--- config.mk ---
export PLATFORM = sky130hd
export DESIGN_NAME = picobello_wakeup_seq
export DESIGN_NICKNAME = d
export VERILOG_FILES = /design/src/rtl/picobello_pkg.sv /design/src/rtl/lzc.sv /design/src/rtl/picobello_wakeup_seq.sv
export SDC_FILE = /design/constraint.sdc
export NUM_CORES = 1
export LEC_CHECK = 0
export CAP_MARGIN = 20
export CORE_MARGIN = 1
export CORE_UTILIZATION = 44
export CTS_BUF_LIST = sky130_fd_sc_hd__clkbuf_4 sky130_fd_sc_hd__clkbuf_8
export CTS_CLUSTER_SIZE = 30
export DETAILED_ROUTE_END_ITERATION = 10
export PLACE_DENSITY_LB_ADDON = 0.15
export SLEW_MARGIN = 0
export SYNTH_ARGS = -nofsm -noshare
export SYNTH_HDL_FRONTEND = slang
export SYNTH_SLANG_ARGS = --single-unit
--- constraint.sdc ---
create_clock -name clk_i -period 3.5 [get_ports clk_i]
set_input_delay 0.7 -clock clk_i [delete_from_list [all_inputs] [get_ports clk_i]]
set_output_delay 0.7 -clock clk_i [all_outputs]
set_load 0.03 [all_outputs]
--- src/rtl/picobello_pkg.sv ---
// Shared Picobello constants and the wake-up sequencer state type.
package picobello_pkg;

  localparam int unsigned NumClusterTiles = 16;
  localparam int unsigned NrCoresPerTile  = 9;

  typedef enum logic [1:0] {
    WakeIdle  = 2'd0,
    WakeRaise = 2'd1,
    WakeGap   = 2'd2,
    WakeDrain = 2'd3
  } wakeup_state_e;

endpackage

--- src/rtl/lzc.sv ---
// Leading/trailing zero counter; MODE 0 counts trailing zeros (find-first-one).
module lzc #(
  parameter int unsigned WIDTH     = 2,
  parameter bit          MODE      = 1'b0,
  parameter int unsigned CNT_WIDTH = (WIDTH > 1) ? $clog2(WIDTH) : 1
) (
  input  logic [WIDTH-1:0]     in_i,
  output logic [CNT_WIDTH-1:0] cnt_o,
  output logic                 empty_o
);

  logic [WIDTH-1:0] in_sel;

  // Reverse the input for leading-zero mode so one trailing search serves both.
  always_comb begin
    in_sel = '0;
    for (int i = 0; i < int'(WIDTH); i++) begin
      in_sel[i] = MODE ? in_i[int'(WIDTH) - 1 - i] : in_i[i];
    end
  end

  // Scan from the top so the lowest set index wins.
  always_comb begin
    cnt_o = '0;
    for (int i = int'(WIDTH) - 1; i >= 0; i--) begin
      if (in_sel[i]) cnt_o = CNT_WIDTH'(i);
    end
  end

  assign empty_o = ~|in_i;

endmodule

--- src/rtl/picobello_wakeup_seq.sv ---
// Staggered cluster wake-up: raise msip per cluster with a gap, then drain acks.
module picobello_wakeup_seq
  import picobello_pkg::*;
#(
  parameter int unsigned NumClusters = NumClusterTiles,
  parameter int unsigned NrCores     = NrCoresPerTile,
  parameter int unsigned GapW        = 8,
  parameter int unsigned TimeoutW    = 16
) (
  input  logic                             clk_i,
  input  logic                             rst_i,
  input  logic                             cmd_valid_i,
  output logic                             cmd_ready_o,
  input  logic [NumClusters-1:0]           cmd_mask_i,
  input  logic [GapW-1:0]                  cmd_gap_i,
  input  logic [TimeoutW-1:0]              cmd_timeout_i,
  input  logic [NumClusters*NrCores-1:0]   msip_clr_i,
  output logic [NumClusters*NrCores-1:0]   msip_o,
  output logic                             busy_o,
  output logic                             done_o,
  output logic                             err_o,
  output logic [$clog2(NumClusters)-1:0]   err_cluster_o
);

  localparam int unsigned NumHarts = NumClusters * NrCores;
  localparam int unsigned ClW      = $clog2(NumClusters);
  localparam int unsigned CntW     = (GapW > TimeoutW) ? GapW : TimeoutW;

  wakeup_state_e state_q, state_d;

  logic [NumClusters-1:0] rem_q, rem_d;
  logic [GapW-1:0]        gap_q, gap_d;
  logic [TimeoutW-1:0]    timeout_q, timeout_d;
  logic [CntW-1:0]        cnt_q, cnt_d;
  logic [NumHarts-1:0]    msip_d, msip_kept;
  logic                   done_d, busy_d, err_d;
  logic [ClW-1:0]         err_cluster_d;

  logic                   handshake;
  logic                   timeout_hit;
  logic [NumClusters-1:0] pending_cl;
  logic [NumClusters-1:0] lzc_in;
  logic [NumClusters-1:0] sel_vec;
  logic [ClW-1:0]         lzc_cnt;
  logic                   lzc_empty;

  assign cmd_ready_o = (state_q == WakeIdle);
  assign handshake   = cmd_valid_i & cmd_ready_o;
  assign msip_kept   = msip_o & ~msip_clr_i;
  assign timeout_hit = (timeout_q != '0) &&
                       (cnt_q == CntW'(timeout_q - TimeoutW'(1)));

  // Clusters that still hold a pending hart once this cycle's clears apply.
  always_comb begin
    pending_cl = '0;
    for (int c = 0; c < int'(NumClusters); c++) begin
      pending_cl[c] = |msip_kept[c*NrCores +: NrCores];
    end
  end

  // One search serves both the raise order and the timeout error cluster.
  always_comb begin
    unique case (state_q)
      WakeIdle:  lzc_in = cmd_mask_i;
      WakeDrain: lzc_in = pending_cl;
      default:   lzc_in = rem_q;
    endcase
  end

  lzc #(
    .WIDTH (NumClusters),
    .MODE  (1'b0)
  ) i_lzc (
    .in_i    (lzc_in),
    .cnt_o   (lzc_cnt),
    .empty_o (lzc_empty)
  );

  assign sel_vec = lzc_empty ? '0 : (NumClusters'(1) << lzc_cnt);

  // State register.
  always_ff @(posedge clk_i) begin
    if (rst_i) state_q <= WakeIdle;
    else       state_q <= state_d;
  end

  // Next-state decode; entering or staying in RAISE is what fires a cluster.
  always_comb begin
    state_d = state_q;
    unique case (state_q)
      WakeIdle: begin
        if (handshake && (cmd_mask_i != '0)) state_d = WakeRaise;
      end
      WakeRaise: begin
        if (rem_q == '0)       state_d = WakeDrain;
        else if (gap_q != '0)  state_d = WakeGap;
        else                   state_d = WakeRaise;
      end
      WakeGap: begin
        if (cnt_q == '0) state_d = WakeRaise;
      end
      WakeDrain: begin
        if ((msip_o == '0) || timeout_hit) state_d = WakeIdle;
      end
      default: state_d = WakeIdle;
    endcase
  end

  // Datapath and registered-output next values.
  always_comb begin
    msip_d        = msip_kept;
    rem_d         = rem_q;
    gap_d         = gap_q;
    timeout_d     = timeout_q;
    cnt_d         = cnt_q;
    done_d        = 1'b0;
    err_d         = err_o;
    err_cluster_d = err_cluster_o;

    // Raise beats a same-cycle clear so an early ack cannot swallow the wake-up.
    if (state_d == WakeRaise) begin
      rem_d = lzc_in & ~sel_vec;
      for (int c = 0; c < int'(NumClusters); c++) begin
        msip_d[c*NrCores +: NrCores] = msip_kept[c*NrCores +: NrCores] |
                                       {NrCores{sel_vec[c]}};
      end
    end

    unique case (state_q)
      WakeIdle: begin
        if (handshake) begin
          gap_d     = cmd_gap_i;
          timeout_d = cmd_timeout_i;
          err_d     = 1'b0;
          if (cmd_mask_i == '0) done_d = 1'b1;
        end
      end
      WakeRaise: begin
        if (state_d == WakeGap)   cnt_d = CntW'(gap_q - GapW'(1));
        if (state_d == WakeDrain) cnt_d = '0;
      end
      WakeGap: begin
        if (cnt_q != '0) cnt_d = cnt_q - CntW'(1);
      end
      WakeDrain: begin
        if (msip_o == '0) begin
          done_d = 1'b1;
        end else if (timeout_hit) begin
          done_d = 1'b1;
          // A clear landing on the timeout cycle still counts as success.
          if (msip_kept != '0) begin
            err_d         = 1'b1;
            err_cluster_d = lzc_cnt;
            msip_d        = '0;
          end
        end else begin
          cnt_d = cnt_q + CntW'(1);
        end
      end
      default: ;
    endcase

    busy_d = (state_d != WakeIdle) | done_d;
  end

  // Datapath and output registers.
  always_ff @(posedge clk_i) begin
    if (rst_i) begin
      msip_o        <= '0;
      rem_q         <= '0;
      gap_q         <= '0;
      timeout_q     <= '0;
      cnt_q         <= '0;
      done_o        <= 1'b0;
      busy_o        <= 1'b0;
      err_o         <= 1'b0;
      err_cluster_o <= '0;
    end else begin
      msip_o        <= msip_d;
      rem_q         <= rem_d;
      gap_q         <= gap_d;
      timeout_q     <= timeout_d;
      cnt_q         <= cnt_d;
      done_o        <= done_d;
      busy_o        <= busy_d;
      err_o         <= err_d;
      err_cluster_o <= err_cluster_d;
    end
  end

endmodule

* Yosys cells after proc, flatten, opt, wreduce, memory -nomap -nowiden
Cells that the tools add are included.
Storage, ports and cells: RAM bits 0, bits in latches 0, register bits 209, word-level logic and storage cells 134, bits of input ports 187, bits in read-only memories 0, memories 0
Operators by class: shift operators 1, multiply operators 0, $lt $le $gt $ge 0, div/mod/pow operators 0, bitwise logic cells 23, multiplexer cells 45, reductions and logical operators 37, eq/ne operators 14, $add $sub $neg 4
Operators with widths (number):
- 2-to-1 mux 144 bit | 5
- AND 144 bit | 1
- zero test 144 bit | 1
- NOT 144 bit | 1
- OR 9 bit | 16
- nonzero test 144 bit | 1
- OR reduction 9 bit | 16
- 2-to-1 mux 16 bit | 6
- 2-to-1 mux 4 bit | 16
- zero test 16 bit | 3
- one-hot mux 16 bit (3 select lines) | 1
- nonzero test 16 bit | 3
- one-hot mux 16 bit (2 select lines) | 1
- subtractor 16 x 1 -> 16 bit (second input constant) | 2
- adder 16 x 1 -> 16 bit (second input constant) | 1
- AND 16 bit | 1
- equality test 16 bit | 1
- NOT 16 bit | 1
- OR reduction 16 bit | 1
- left shift 1 x 4 -> 16 bit (first input constant) | 1
- 2-to-1 mux 2 bit | 5
- inequality test 2 bit (second input constant) | 5
- AND reduction 5 bit | 2
- subtractor 8 x 1 -> 9 bit (second input constant) | 1
- 18 further kinds | 32

* Depth between registers and ports, before layout
Gate-level depths: netlist (run 1).
depth after elaboration 28, depth in mapped cells 15, depth with buffers taken out 13

* By module
A second synthesis (run 1) with hierarchy kept.
Unflattened totals: cell total of the unflattened synthesis 1215, area, all modules 10711.5 µm²
By module, submodules not included:
- picobello_wakeup_seq | cells an instance 1182, times used 1, area each 10526.3 µm²
- lzc | cells an instance 33, times used 1, area each 185.2 µm²

* Least setup slack after synthesis (run 1)
No wires, ideal clock.
path kind register -> register, start point register state_q[1], end point register cnt_q[15], cell stages (with the launch flop) 14, required time 3.409 ns, data arrival time 3.721 ns, buffers on the path 0, path slack -0.312 ns, setup time 0.091 ns, path through dfxtp_1 > ha_1 > clkinv_1 > ha_1 > a211oi_1 > nor2_1 > nor4_1 > o31ai_1 > o41ai_1 > o2111ai_1 > a21oi_1 > xnor2_1 > or3b_2 > a311oi_1
On the way: cells in the longest elaborated chain, start to end 8, elaborated cells between the ends (all ways) 20, classes of those cells eq/ne: 9; mux: 6; bitwise: 1; reduce/logical: 4
Ends and longest elaborated chain:
- start, declared | line picobello_wakeup_seq.sv:29 | wakeup_state_e state_q, state_d;
- start signal, assigned | line picobello_wakeup_seq.sv:83 | if (rst_i) state_q <= WakeIdle;
- start signal, assigned | line picobello_wakeup_seq.sv:84 | else state_q <= state_d;
- zero test 2 bit | line picobello_wakeup_seq.sv:47, picobello_wakeup_seq.sv:90
- AND 1 bit | line picobello_wakeup_seq.sv:48 | assign handshake = cmd_valid_i & cmd_ready_o;
- logical AND 1 bit | line picobello_wakeup_seq.sv:92 | if (handshake && (cmd_mask_i != '0)) state_d = WakeRaise;
- 2-to-1 mux 2 bit | line picobello_wakeup_seq.sv:92
- one-hot mux 2 bit (4 select lines) | line picobello_wakeup_seq.sv:90 | unique case (state_q)
- equality test 2 bit (on tied branches) | line picobello_wakeup_seq.sv:139, picobello_wakeup_seq.sv:140
- inequality test 3 bit (no source line) / 2-to-1 mux 16 bit (equally long branches)
- AND reduction 5 bit (no source line) / one-hot mux 16 bit (3 select lines) (equally long branches)
- end signal, assigned | line picobello_wakeup_seq.sv:183 | cnt_q <= cnt_d;
- end, declared | line picobello_wakeup_seq.sv:34 | logic [CntW-1:0] cnt_q, cnt_d;
Parallel ways exist; a longest one is shown, timed or not. A chain may end at the register's enable or synchronous reset.

* Worst setup path after layout (run 1)
start point input msip_clr_i[141], end point register msip_o[96]
On the way: cells in the longest elaborated chain, start to end 28, elaborated cells between the ends (all ways) 30, classes of those cells shift: 1; mux: 23; bitwise: 3; reduce/logical: 3
Ends and longest elaborated chain:
- start, declared | line picobello_wakeup_seq.sv:17 | input logic [NumClusters*NrCores-1:0] msip_clr_i,
- NOT 144 bit (*) | line picobello_wakeup_seq.sv:49 | assign msip_kept = msip_o & ~msip_clr_i;
- AND 144 bit (*) | line picobello_wakeup_seq.sv:49
- OR reduction 9 bit | line picobello_wakeup_seq.sv:57 | pending_cl[c] = |msip_kept[c*NrCores +: NrCores];
- one-hot mux 16 bit (2 select lines) | line picobello_wakeup_seq.sv:63 | unique case (state_q)
- 2-to-1 mux 4 bit (16 in series) | line lzc.sv:26 | if (in_sel[i]) cnt_o = CNT_WIDTH'(i);
- left shift 1 x 4 -> 16 bit | line picobello_wakeup_seq.sv:79 | assign sel_vec = lzc_empty ? '0 : (NumClusters'(1) << lzc_cnt);
- 2-to-1 mux 16 bit | line picobello_wakeup_seq.sv:79
- OR 9 bit | line picobello_wakeup_seq.sv:124 | msip_d[c*NrCores +: NrCores] = msip_kept[c*NrCores +: NrCores] |
- 2-to-1 mux 144 bit | line picobello_wakeup_seq.sv:121 | if (state_d == WakeRaise) begin
- 2-to-1 mux 144 bit | line picobello_wakeup_seq.sv:151 | if (msip_kept != '0) begin
- 2-to-1 mux 144 bit | line picobello_wakeup_seq.sv:148 | end else if (timeout_hit) begin
- 2-to-1 mux 144 bit | line picobello_wakeup_seq.sv:146 | if (msip_o == '0) begin
- 2-to-1 mux 144 bit (*) | line picobello_wakeup_seq.sv:129 | unique case (state_q)
- end signal, assigned | line picobello_wakeup_seq.sv:179 | msip_o <= msip_d;
- end, declared | line picobello_wakeup_seq.sv:18 | output logic [NumClusters*NrCores-1:0] msip_o,
Every way passes the cells marked *; elsewhere a longest branch is shown, timed or not.

==> impl_metrics.py, run 1 <==
metrics = {
    "synthesis": {
        "yosys-top-cells-area": "sky130_fd_sc_hd__dfxtp_1 40%, sky130_fd_sc_hd__nand2_1 9.7%, sky130_fd_sc_hd__nor2b_1 5.3%",
        "yosys.cell_count.top_type": "sky130_fd_sc_hd__nand2_1",
        "syn-instance-count": 1322,
        "async_flop_share_pct": 0,
        "post-synth-top-area-fraction_pct": 39.72,
        "yosys_register_bits": 209,
        "mappedNetlistNets": 1531,
        "yosysSeqAreaShare_pct": 39.72,
        "synthFlopType": "sky130_fd_sc_hd__dfxtp_1",
        "number_of_enable_flip_flop_cells_after_synthesis": 0,
        "avgSynthCellArea_um2": 7.968,
        "syn-cell-area_um2": 10530,
        "synthesis.yosys.warnings": 0,
        "synth_cell_type_count": 81,
        "yosysTopAreaCell": "sky130_fd_sc_hd__dfxtp_1",
        "synth.top_cells.by_count": "272 x sky130_fd_sc_hd__nand2_1, 209 x sky130_fd_sc_hd__dfxtp_1, 90 x sky130_fd_sc_hd__nor2b_1",
    },
    "cells_and_area": {
        "final_nets": 2024,
        "layout-area-overhead-vs-synth_pct": 56.36,
        "drive_gt1_share_pct": 16.09,
        "final_area_um2": 16470,
        "diodes": 0,
    },
    "placement": {
        "place_worst_setup_slack_ps": -721.0,
        "detailed_place.area_um2": 15450,
        "hpwl_um": 29400,
        "gp_congestion": 0.9160,
        "buffer_ports.inserted": 338,
    },
    "route": {
        "post-route-drc-count": 0,
        "vias": 11840,
        "wirelength_um": 38040,
        "ant_nets": 0,
        "detail_routed_net_length_per_standard_cell_um": 17.62,
        "post_drt_via_cell_ratio": 5.484,
        "iteration_0_drc_count_of_the_detailed_router": 693,
        "detail_route.first_pass.iterations": 5,
    },
    "global_routing": {
        "grt_max_degree": 62,
        "global_route_usage_over_all_layers_pct": 30.59,
        "met3_usage_pct": 6.591,
        "groute.layer.met1.usage_pct": 37.69,
        "top_usage_layer": "met2",
        "antenna_found_initial": 0,
        "grt_pass1_wl_um": 58810,
        "vias_in_the_first_global_route": 11350,
        "globalRouteMet2Util_pct": 51.51,
        "grt-ovfl-total": 0,
    },
    "critical_path": {
        "max_stage_delay_ps": 510,
        "type_of_destination_of_the_critical_path": "flop",
        "cp_data_arrival_time_ps": 3910,
        "critical_path.cell_chain": "clkdlybuf4s50_1 > nor2b_1 > nor4_1 > buf_4 > nand3_1 > nor4_1 > nand4_1 > nand4_1 > buf_4 > and2_4 > buf_4 > nand2_1 > nand2_1",
        "crit_path_frequent_cell": "sky130_fd_sc_hd__buf_4",
        "startpoint_type": "primary input",
        "critPathMaxFanout": 28,
        "timing.rr.end": "msip_o[13]$_SDFF_PP0_",
        "cp.required_ps": 3970,
        "slowest_stage": "sky130_fd_sc_hd__nor4_1",
        "r2r_slack_ps": 140,
        "critical_path.reg2reg.startpoint": "timeout_q[5]$_SDFFE_PP0P_",
        "worst-setup-path-type": "primary input to flop",
        "rr_worst_depth": 11,
    },
    "clock_network": {
        "library_cell_used_as_clock_root_buffer": "sky130_fd_sc_hd__clkbuf_8",
        "clock_tree.htree_level_count": 2,
        "cts_hold_repair.buffers": 0,
        "max-clock-path-buffers": 3,
        "clock_sinks": 209,
        "clk_latency_ps": 540,
        "cts_tree": "yes",
        "clkSlewWorstSetupHoldPaths_ps": 60,
        "tritoncts.num_buffers": 38,
    },
    "job": {
        "timing.max_cap.violations": 0,
    },
    "hold_path": {
        "hold_start": "err_cluster_o[0]$_SDFFE_PP0P_",
        "hold_depth": 2,
        "hold-path-endpoint": "err_cluster_o[0]$_SDFFE_PP0P_",
        "hp-class": "flop to flop",
    },
    "status": {
        "status": "complete, no violations",
    },
    "timing": {
        "clock_skew_ps": 27.92,
        "hold_slack_ps": 480.3,
        "maxSlewHeadroom_pct": 56.07,
        "final-max-slew-violation-count": 0,
        "totalNegativeSetupSlack_ps": 0,
        "least_margin_pin_slew_ps": 659.0,
        "setup-violations-final": 0,
        "post-route-min-period_ps": 3441,
        "final_hold_viol_count": 0,
        "timing.final.ws_setup_ps": 59.12,
        "fmax_mhz": 290.6,
        "final.period_utilization_pct": 98.31,
    },
    "pwr": {
        "max-vdd-ir-drop_mv": 0.4644,
        "power_density_nw_per_um2": 786.2,
        "power.static_leakage_uw": 0.007031,
    },
    "floorplanning": {
        "die_h_um": 156.7,
        "design.core.area_um2": 23470,
        "fp.dieArea_um2": 24560,
        "die_w_um": 156.7,
        "ios": 339,
        "initial_core_util_pct": 44.88,
        "row_count": 56,
    },
}
cells by family after synthesis:
kind of cell | count (synthesis) | share of synthesized area (%)
buf+inv | 82 | 2.993
mux | 7 | 0.6889
flops | 209 | 39.72
simple gates | 707 | 34.09
xor+xnor | 41 | 3.409
compound gates | 254 | 16.42
fa+ha+maj | 22 | 2.684
final cells by class:
type	instances	area, um^2
fill	1928	7002
multi-input combinational	1032	6220
timing repair buffer	506	4747
sequential	209	4189
clock buffer	59	768.2
tap	319	399.1
inverter	28	107.6
clock inverter	6	40.04
metrics by stage:
step / utilization (%) / instances / power, uW
6_report: 70.17 / 2159 / 12950
5_1_grt: 70.17 / 2159 / 13720
4_1_cts: 69.44 / 2156 / 12670
3_5_place_dp: 65.82 / 2087 / 10170
3_3_place_gp: 65.82 / 2087 / 10080
2_1_floorplan: - / 1322 / 7166
cells in the final DEF (no fill, tap or decap), types with 24 or more instances in the layout:
cell                              count
sky130_fd_sc_hd__nor2b_1             90
sky130_fd_sc_hd__nor4_1              60
sky130_fd_sc_hd__clkbuf_8            52
sky130_fd_sc_hd__dfxtp_1            207
sky130_fd_sc_hd__nand2b_1            63
sky130_fd_sc_hd__inv_1               27
sky130_fd_sc_hd__nand3_1             29
sky130_fd_sc_hd__buf_4              158
sky130_fd_sc_hd__nor3_1              24
sky130_fd_sc_hd__o21ai_0             68
sky130_fd_sc_hd__nand2_1            270
sky130_fd_sc_hd__xnor2_1             28
sky130_fd_sc_hd__clkdlybuf4s50_1    337
sky130_fd_sc_hd__a21oi_1             50
sky130_fd_sc_hd__nor2_1              68
sky130_fd_sc_hd__nand4_1             37
flip-flops by register name (all words and copies together), names as in the netlist:
register	cells
msip_o	144
cnt_q	16
rem_q	16
timeout_q	16
gap_q	8
err_cluster_o	4
state_q	2
busy_o	1
done_o	1
err_o	1
metal layers:
layer  vias up  share of wire (%)
met4         0                3.5
met5         -                  0
met1      5530                 42
met2       514                 47
li1       5706                  -
met3        89                7.9
where the power goes:
part	internal [uW]	switching, uW
Clock	1400	1030
Combinational	3460	3790
Sequential	2800	467
Total	7660	5290
critical path: cells and delay by family:
kind / cells / cell delay, ps
simple gates: 9 / 2070
buf+inv: 4 / 1130
how the worst max path moves through the flow:
| stage | slack [ps] | endpoint | from | cells after the start |
|---|---|---|---|---|
| after floorplan | 20 | msip_o[11]$_SDFF_PP0_ | msip_clr_i[134] | 11 |
| after global placement | -660 | rem_q[12]$_SDFFE_PP0N_ | msip_clr_i[45] | 12 |
| after detailed placement | -720 | rem_q[12]$_SDFFE_PP0N_ | msip_clr_i[45] | 12 |
| after CTS | 10 | msip_o[13]$_SDFF_PP0_ | timeout_q[2]$_SDFFE_PP0P_ | 11 |
| after global routing | -8 | msip_o[142]$_SDFF_PP0_ | msip_clr_i[51] | 14 |
| final | 60 | msip_o[96]$_SDFF_PP0_ | msip_clr_i[141] | 13 |
timing repair:
action,4_1_cts,5_1_grt
setup endpoints to repair,117,114
endpoints found under the hold margin,0,0
gates resized for setup,3,31
pin swaps,4,14
cloned,1,0
buffers inserted,3,3
Note: power is estimated with default switching activity, not from simulation.
==> run 2, diff against run 1 <==
- ABC_CLOCK_PERIOD_IN_PS: unset -> 3500
==> results of run 2 <==
No change in the layout: final DEF, timing and power equal those of run 1.
==> run 3, diff against run 2 <==
- CELL_PAD_IN_SITES_DETAIL_PLACEMENT: unset -> 1
- CELL_PAD_IN_SITES_GLOBAL_PLACEMENT: unset -> 2
- CORE_UTILIZATION: 44 -> 24
==> run 3 against run 2 <==
Global-route usage down 9.5 points. Sequential share of layout area is 1.5 points lower. Hold slack worse by 43 ps. Critical path type is now flop to flop.
==> impl_metrics.py, run 3 (synthesized netlist as in run 1, its figures left out) <==
metrics = {
    "critical_path": {
        "crit_end": "msip_o[13]$_SDFF_PP0_",
        "cp_data_arrival_time_ps": 4010,
        "critical_path.reg2reg.startpoint": "timeout_q[2]$_SDFFE_PP0P_",
        "cp.required_ps": 4030,
        "type_of_destination_of_the_critical_path": "flop",
        "startpoint_type": "flop",
        "rr_worst_depth": 12,
        "worst-setup-path-type": "flop to flop",
        "timing.rr.end": "msip_o[13]$_SDFF_PP0_",
        "r2r_slack_ps": 20,
        "timing.critical_path.from": "timeout_q[2]$_SDFFE_PP0P_",
        "critPathMaxFanout": 5,
    },
    "global_routing": {
        "met3_usage_pct": 5.148,
        "globalRouteMet2Util_pct": 35.22,
        "top_usage_layer": "met2",
        "grt-ovfl-total": 0,
        "global_route_usage_over_all_layers_pct": 21.08,
        "antenna_found_initial": 3,
        "grt_max_degree": 62,
        "grt_pass1_wl_um": 72590,
        "vias_in_the_first_global_route": 12450,
        "groute.layer.met1.usage_pct": 26.69,
    },
    "placement": {
        "buffer_ports.inserted": 338,
        "hpwl_um": 37420,
        "gp_congestion": 0.8480,
        "dp.cells": 2386,
        "place_worst_setup_slack_ps": -1172,
    },
    "timing": {
        "least_margin_pin_slew_ps": 701.8,
        "clock_skew_ps": 17.74,
        "totalNegativeSetupSlack_ps": 0,
        "grt_setup_unrepaired": "true",
        "hold_slack_ps": 437.8,
        "maxSlewHeadroom_pct": 53.21,
        "post-route-min-period_ps": 3481,
        "setup-violations-final": 0,
        "final-max-slew-violation-count": 0,
        "final.period_utilization_pct": 99.47,
        "timing.final.ws_setup_ps": 18.67,
        "fmax_mhz": 287.2,
        "final_hold_viol_count": 0,
    },
    "clock_network": {
        "tritoncts.num_buffers": 43,
        "clock_sinks": 209,
        "clk_latency_ps": 590,
        "max-clock-path-buffers": 3,
        "cts_hold_repair.buffers": 0,
        "clkSlewWorstSetupHoldPaths_ps": 60,
        "cts_tree": "yes",
        "library_cell_used_as_clock_root_buffer": "sky130_fd_sc_hd__clkbuf_8",
        "clock_tree.htree_level_count": 2,
    },
    "floorplanning": {
        "initial_core_util_pct": 24.40,
        "design.core.area_um2": 43170,
        "fp.dieArea_um2": 44730,
        "die_w_um": 211.5,
        "ios": 339,
        "die_h_um": 211.5,
        "row_count": 76,
    },
    "pwr": {
        "power_density_nw_per_um2": 795.5,
        "power.static_leakage_uw": 0.007411,
        "seq_power_share_pct": 23.6,
        "power.share.combinational_pct": 55.6,
        "p_clk_share_pct": 20.8,
        "max-vdd-ir-drop_mv": 0.3263,
        "p_sw_uw": 5697,
        "total_power_uw": 13920,
        "power_switching_share_pct": 40.94,
        "internal_power_uw": 8219,
    },
    "route": {
        "detail_routed_net_length_per_standard_cell_um": 19.38,
        "wirelength_um": 48070,
        "post-route-drc-count": 0,
        "post_drt_via_cell_ratio": 4.787,
        "vias": 11870,
        "ant_nets": 0,
        "iteration_0_drc_count_of_the_detailed_router": 473,
        "detail_route.first_pass.iterations": 5,
    },
    "job": {
        "timing.max_cap.violations": 0,
    },
    "cells_and_area": {
        "final_nets": 2071,
        "final_common_cell": "sky130_fd_sc_hd__clkdlybuf4s50_1",
        "largest-register": "msip_o",
        "layout-area-overhead-vs-synth_pct": 66.05,
        "largest_register_ffs": 144,
        "fin_cells": 2480,
        "highest_count_cells_in_the_layout_ignoring_fill_and_taps": "333 x sky130_fd_sc_hd__clkdlybuf4s50_1, 270 x sky130_fd_sc_hd__nand2_1, 205 x sky130_fd_sc_hd__dfxtp_1, 189 x sky130_fd_sc_hd__buf_4, 86 x sky130_fd_sc_hd__nor2b_1",
        "drive_gt1_share_pct": 19.29,
    },
    "status": {
        "status": "complete, no violations",
    },
    "hold_path": {
        "hp-class": "primary input to flop",
    },
}
[run 3: changes by cell type in the layout (fill, tap and decap cells not counted), sizes merged, moves of 3 or more]
| cell | previous run | this run |
|---|---|---|
| clkdlybuf4s50 | 337 | 333 |
| buf | 169 | 209 |
| dlymetal6s2s | 0 | 4 |
| bufinv | 0 | 3 |
| clkbuf | 59 | 69 |
| diode | 0 | 3 |
[run 3: layout make-up]
class	instances	area, um^2
Timing Repair Buffer	548	5185
Clock inverter	8	121.4
Tap cell	585	732.0
Antenna cell	3	7.507
Fill cell	5120	25680
Inverter	28	106.4
Sequential cell	209	4194
Multi-Input combinational cell	1032	6299
Clock buffer	67	847.1
[run 3: per-layer routing]
| metal | part of all wire (%) | routed length (um) |
|---|---|---|
| met5 | 0.027 | 13 |
| met4 | 2.1 | 1019 |
| met3 | 5.9 | 2821 |
| met2 | 47 | 22660 |
| met1 | 45 | 21560 |
[run 3: per-stage QoR]
stage | utilization [%] | cell area [um^2]
floorplan | - | 10560
global placement | 37.25 | 16080
detailed placement | 37.25 | 16080
CTS | 39.71 | 17140
global route | 40.52 | 17490
finish | 40.52 | 17490
[run 3: worst max-delay path, stage by stage, from the launching register on]
cell	delay, ps
sky130_fd_sc_hd__dfxtp_1	350
sky130_fd_sc_hd__buf_4	150
sky130_fd_sc_hd__or4_4	580
sky130_fd_sc_hd__nor4_1	330
sky130_fd_sc_hd__o32ai_1	130
sky130_fd_sc_hd__a22oi_1	210
sky130_fd_sc_hd__o2111a_2	300
sky130_fd_sc_hd__nand2_2	80
sky130_fd_sc_hd__a221o_1	370
sky130_fd_sc_hd__nor2_4	150
sky130_fd_sc_hd__buf_6	140
sky130_fd_sc_hd__or4b_4	540
sky130_fd_sc_hd__o21ai_2	90
[run 3: worst min-delay path by stage]
stage | startpoint | end | cells past startpoint
floorplan | rem_q[5]$_SDFFE_PP0N_ | rem_q[5]$_SDFFE_PP0N_ | 2
global placement | err_cluster_o[0]$_SDFFE_PP0P_ | err_cluster_o[0]$_SDFFE_PP0P_ | 2
detailed placement | err_cluster_o[0]$_SDFFE_PP0P_ | err_cluster_o[0]$_SDFFE_PP0P_ | 2
CTS | err_cluster_o[0]$_SDFFE_PP0P_ | err_cluster_o[0]$_SDFFE_PP0P_ | 2
global route | msip_clr_i[51] | msip_o[51]$_SDFF_PP0_ | 4
finish | msip_clr_i[50] | msip_o[50]$_SDFF_PP0_ | 4
[run 3: repair_timing]
item | 4_1_cts | 5_1_grt
gates resized for setup | 17 | 56
endpoints found under the setup margin | 164 | 149
endpoints found under the hold margin | 0 | 0
buffers inserted | 4 | 11
pin swaps | 13 | 20
cloned | 0 | 3
[run 3: power by group through the flow]
stage          Combinational, uW  Sequential [uW]  Clock, uW
2_1_floorplan               3620             3550          0
3_3_place_gp                7140             3320          0
3_5_place_dp                7240             3320          0
4_1_cts                     7380             3280       3000
5_1_grt                     8370             3340       3120
6_report                    7740             3280       2900
